<file path="config.mk">
export PLATFORM = sky130hd
export DESIGN_NAME = seq_serializer
export DESIGN_NICKNAME = d
export VERILOG_FILES = /design/src/rtl/seq_serializer_pkg.sv /design/src/rtl/seq_serializer_bit_counter.sv /design/src/rtl/seq_serializer.sv
export SDC_FILE = /design/constraint.sdc
export NUM_CORES = 1
export LEC_CHECK = 0
export BUFFER_PORTS_ARGS = -buffer_cell sky130_fd_sc_hd__buf_4
export CORE_ASPECT_RATIO = 1.75
export CORE_MARGIN = 3
export CORE_UTILIZATION = 30
export DETAILED_ROUTE_END_ITERATION = 6
export GPL_TIMING_DRIVEN = 0
export MAX_ROUTING_LAYER = met4
export PLACE_DENSITY = 0.58
export SLEW_MARGIN = 20
export SYNTH_ARGS = -nofsm -noshare
export SYNTH_HDL_FRONTEND = slang
export SYNTH_SLANG_ARGS = --single-unit
export TNS_END_PERCENT = 5
</file>
<file path="constraint.sdc">
create_clock -name clk -period 1.3 [get_ports clk]
set_input_delay 0.26 -clock clk [delete_from_list [all_inputs] [get_ports clk]]
set_output_delay 0.26 -clock clk [all_outputs]
set_load 0.01 [all_outputs]
</file>
<file path="src/rtl/seq_serializer_pkg.sv">
// Shared definitions for the serializer and the 1010 detector.
// State encoding and default word width.
package seq_serializer_pkg;

  localparam logic [0:0] S_IDLE  = 1'b0;
  localparam logic [0:0] S_SHIFT = 1'b1;

  localparam int unsigned DEF_WIDTH = 8;

endpackage

</file>
<file path="src/rtl/seq_serializer_bit_counter.sv">
// Mod-WIDTH bit counter with sync clear, load-zero
// and terminal-count flag.
module bit_counter
  import seq_serializer_pkg::*;
#(
  parameter int unsigned WIDTH = DEF_WIDTH,
  localparam int unsigned CW = $clog2(WIDTH)
) (
  input  logic          clk,
  input  logic          reset,
  input  logic          clr_i,
  input  logic          en_i,
  output logic [CW-1:0] cnt_o,
  output logic          tc_o
);

  logic [CW-1:0] cnt_q, cnt_d;

  assign tc_o  = (cnt_q == CW'(WIDTH-1));
  assign cnt_o = cnt_q;

  always_comb begin
    cnt_d = cnt_q;
    if (clr_i) begin
      cnt_d = '0;
    end else if (en_i) begin
      cnt_d = tc_o ? '0 : cnt_q + CW'(1);
    end
  end

  always_ff @(posedge clk) begin
    if (reset) begin
      cnt_q <= '0;
    end else begin
      cnt_q <= cnt_d;
    end
  end

endmodule

</file>
<file path="src/rtl/seq_serializer.sv">
// Parallel-in/serial-out stage feeding the 1010
// detector; gap-free across back-to-back words.
module seq_serializer
  import seq_serializer_pkg::*;
#(
  parameter int unsigned WIDTH     = DEF_WIDTH,
  parameter bit          MSB_FIRST = 1'b1
) (
  input  logic             clk,
  input  logic             reset,
  input  logic [WIDTH-1:0] din,
  input  logic             valid,
  output logic             ready,
  output logic             sout,
  output logic             sout_valid,
  output logic             last
);

  localparam int unsigned CW = $clog2(WIDTH);

  logic [0:0]       state_q, state_d;
  logic [WIDTH-1:0] sh_q, sh_d;
  logic             sout_q, sout_d;
  logic             sv_q, sv_d;
  logic             last_q, last_d;

  logic [CW-1:0]    cnt;
  logic             tc;
  logic             cnt_clr;
  logic             cnt_en;
  logic             accept;

  bit_counter #(
    .WIDTH(WIDTH)
  ) u_cnt (
    .clk   (clk),
    .reset (reset),
    .clr_i (cnt_clr),
    .en_i  (cnt_en),
    .cnt_o (cnt),
    .tc_o  (tc)
  );

  assign ready = (state_q == S_IDLE) ||
                 ((state_q == S_SHIFT) && tc);
  assign accept = valid && ready && !reset;

  assign sout       = sout_q;
  assign sout_valid = sv_q;
  assign last       = last_q;

  always_comb begin
    state_d = state_q;
    sh_d    = sh_q;
    sout_d  = sout_q;
    sv_d    = sv_q;
    last_d  = last_q;
    cnt_clr = 1'b0;
    cnt_en  = 1'b0;
    if (accept) begin
      state_d = S_SHIFT;
      sh_d    = din;
      sout_d  = MSB_FIRST ? din[WIDTH-1] : din[0];
      sv_d    = 1'b1;
      last_d  = 1'b0;
      cnt_clr = 1'b1;
    end else if (state_q == S_SHIFT) begin
      if (tc) begin
        state_d = S_IDLE;
        sout_d  = 1'b0;
        sv_d    = 1'b0;
        last_d  = 1'b0;
        cnt_clr = 1'b1;
      end else begin
        // next bit comes from the register before this shift
        sh_d   = MSB_FIRST ? (sh_q << 1) : (sh_q >> 1);
        sout_d = MSB_FIRST ? sh_q[WIDTH-2] : sh_q[1];
        last_d = (cnt == CW'(WIDTH-2));
        cnt_en = 1'b1;
      end
    end
  end

  always_ff @(posedge clk) begin
    if (reset) begin
      state_q <= S_IDLE;
      sh_q    <= '0;
      sout_q  <= 1'b0;
      sv_q    <= 1'b0;
      last_q  <= 1'b0;
    end else begin
      state_q <= state_d;
      sh_q    <= sh_d;
      sout_q  <= sout_d;
      sv_q    <= sv_d;
      last_q  <= last_d;
    end
  end

endmodule

</file>
==> flow_metrics.env <==
export IMPL_postPlaceCellArea_sq_um=849.6
export IMPL_period_share=1.257
export IMPL_grt_max_degree=11
export IMPL_ys_ff_latch=14
export IMPL_cap_violations=0
export IMPL_grt_pass1_vias=562
export IMPL_cp_arrival_ns=1.37
export IMPL_fill_cells=228
export IMPL_worstReg2RegEnd="sh_q[2]$_SDFFE_PP0P_"
export IMPL_cts_tree="done"
export IMPL_design_area_sq_um=958.4
export IMPL_grt_use_total=0.1067
export IMPL_dieArea_sq_um=2970
export IMPL_peakVddDrop_uv=686.0
export IMPL_p_leak_uw=0.0004071
export IMPL_synthTopCellsByArea="dfxtp_1, a211oi_2, mux2i_1"
export IMPL_synthSimpleGateAreaFrac=0.1377
export IMPL_port_buffers=14
export IMPL_core_sq_um=2147
export IMPL_avgSynthCellArea_sq_um=10.76
export IMPL_antenna_cells=0
export IMPL_violations="negative setup slack"
export IMPL_clock_sinks=14
export IMPL_die_h_um=69.88
export IMPL_netlist_area_leader_share=0.4007
export IMPL_crit_end="ready"
export IMPL_start_util=0.3258
export IMPL_setup_ws_ns=-0.3347
export IMPL_fmax_mhz=611.7
export IMPL_vias=542
export IMPL_cts_buffer_depth=2
export IMPL_nets=104
export IMPL_synth_compound_area_frac=0.1968
export IMPL_drive_gt1_frac=0.5169
export IMPL_ys_types=23
export IMPL_period_needed_ns=1.635
export IMPL_fin_skew_ns=0.003480
export IMPL_min_path_cells=2
export IMPL_cts_buffers=3
export IMPL_grt_pass1_wl_mm=2.373
export IMPL_chipWidth_um=42.50
export IMPL_dpl_hpwl_um=996.7
export IMPL_synth_top_family_by_area="compound AO/OA/AOI/OAI gates"
export IMPL_ant_nets=0
export IMPL_grt_ovfl_total=0
export IMPL_synthMuxAreaShare=0.1145
export IMPL_start_kind="register"
export IMPL_relSlewSlack=0.8292
export IMPL_worst_pin_slew_ns=0.2561
export IMPL_drtPass1Iterations=2
export IMPL_drcViolationCount=0
export IMPL_htreeDepth=1
export IMPL_yosysWarningCount=0
export IMPL_pwr_density_cell_nw_per_um2=1018
export IMPL_wl_per_cell_um=12.65
export IMPL_r2r_cells=8
export IMPL_clock_latency_ns=0.28
export IMPL_antenna_found_initial=0
export IMPL_avgViaCountPerCell=4.796
export IMPL_setup_viol=11
export IMPL_final_util=0.4464
export IMPL_rrSetupSlack_ns=-0.12
export IMPL_startpoint="u_cnt.cnt_o[0]$_SDFFE_PP0P_"
export IMPL_synthesis_nets=79
export IMPL_drt_iter0_drc=5
export IMPL_end_kind="primary output"
export IMPL_synth_top_area_cell="dfxtp_1"
export IMPL_total_power_uw=975.7
export IMPL_synthesis_instances=65
export IMPL_synth_adder_area_share=0.05367
export IMPL_cp_max_fo=3
export IMPL_status="finished with violations"
export IMPL_rsz0062_at_grt="yes"
export IMPL_clk_pin_slew_ns=0.09
export IMPL_rr_startpoint="u_cnt.cnt_o[0]$_SDFFE_PP0P_"
export IMPL_globalplace_congestion=0.7407
export IMPL_yosysSeqAreaShare=0.4007
export IMPL_synth_area_sq_um=699.4
export IMPL_synth_xor_area_frac=0
export IMPL_hold_viol_final=0
export IMPL_hold_class="in2reg"
export IMPL_path_class="reg2out"
export IMPL_drv_slew=0
export IMPL_root_buffer="clkbuf_4"
export IMPL_crit_required_ns=1.04
export IMPL_synthToLayoutAreaGrowth_pct=37.03
export IMPL_wirelength_mm=1.429
export IMPL_ios=15
export IMPL_rows=22
area by class of cell:
type | instances | area (sq um) | share of cell area
plain buffers | 4 | 43.79 | 0.04569
inverters | 5 | 23.77 | 0.02480
multi-input cells | 42 | 384.1 | 0.4008
well taps | 24 | 30.03 | 0.03133
repair buffers | 20 | 157.7 | 0.1645
clock buffers | 4 | 36.28 | 0.03786
flip-flops and latches | 14 | 282.8 | 0.2950
sequential cells by signal, indices dropped and copies added (netlist names):
signal       count
sout             1
last             1
sh_q             7
state_q          1
sout_valid       1
u_cnt.cnt_o      3
layer usage:
layer / vias to the layer above / global-route usage / wire (um)
met5: - / - / 0
met4: 0 / 0.06228 / 17
met3: 4 / 0.02062 / 58
met2: 11 / 0.1715 / 761
met1: 249 / 0.1194 / 592
li1: 278 / - / -
worst max-delay path: stages, from the launching register on:
cell and delay, ns:
dfxtp_2 0.35, ha_4 0.16, ha_4 0.16, nor2b_4 0.16, inv_6 0.04, buf_12 0.12, buf_6 0.11
kinds of logic after synthesis:
group / Yosys count
multiplexers: 8
adder cells (fa/ha/maj): 3
buffers and inverters: 9
AND/OR/NAND/NOR: 17
flip-flops: 14
AO/OA/AOI/OAI: 14
worst min path at each step:
stage / start / to / slack [ns]
floorplan: reset / sh_q[6]$_SDFFE_PP0P_ / 0.32
global placement: reset / sh_q[6]$_SDFFE_PP0P_ / 0.47
detailed placement: reset / sout$_SDFFE_PP0P_ / 0.47
CTS: reset / sh_q[6]$_SDFFE_PP0P_ / 0.17
global route: reset / sh_q[6]$_SDFFE_PP0P_ / 0.17
finish: reset / sout$_SDFFE_PP0P_ / 0.17
stage by stage:
stage / hold WS, ns / setup TNS, ns / worst slack (ns) / std cells
after floorplan: 0.3246 / 0 / 0.01717 / 65
after global placement: 0.4693 / -0.4365 / -0.1884 / 103
after detailed placement: 0.4708 / -0.6102 / -0.2029 / 103
after CTS: 0.1659 / -1.278 / -0.3447 / 112
after global routing: 0.1744 / -1.756 / -0.3755 / 113
final: 0.1689 / -1.200 / -0.3347 / 113
cells in the mapped netlist (all sizes together):
library cell  count
nand4b            1
nor2b             1
a21oi             4
nor3              2
nand3b            1
nand2             1
o32a              2
buf               4
a311oi            1
mux2i             8
nor3b             1
nor2              9
inv               5
dfxtp            14
nand2b            1
ha                3
a211oi            7
cell usage in the layout, fill, tap and decap left out, drive strengths merged:
master and count:
a311oi 1, nand4b 1, nand2 1, a21oi 4
clkbuf 4, nor3 2, nor2 9, nand2b 1
nor3b 1, dfxtp 14, nand3b 1, inv 5
o32a 2, a211oi 7, nor2b 1, buf 24
mux2i 8, ha 3
what timing repair did:
action | CTS | global route
cloned | 0 | 0
setup buffers | 5 | 1
endpoints found under the setup margin | 9 | 11
gates resized for setup | 4 | 3
pin swaps | 1 | 2
hold buffers | 0 | 0
power breakdown:
part | leakage (uW) | internal, uW | total (uW) | switching, uW
logic | 0.000270 | 101 | 187 | 86.1
registers | 0.000116 | 458 | 474 | 16.7
clock network | 0.0000210 | 170 | 314 | 144
total | 0.000407 | 729 | 976 | 246
Note: power is estimated with default switching activity, not from simulation.
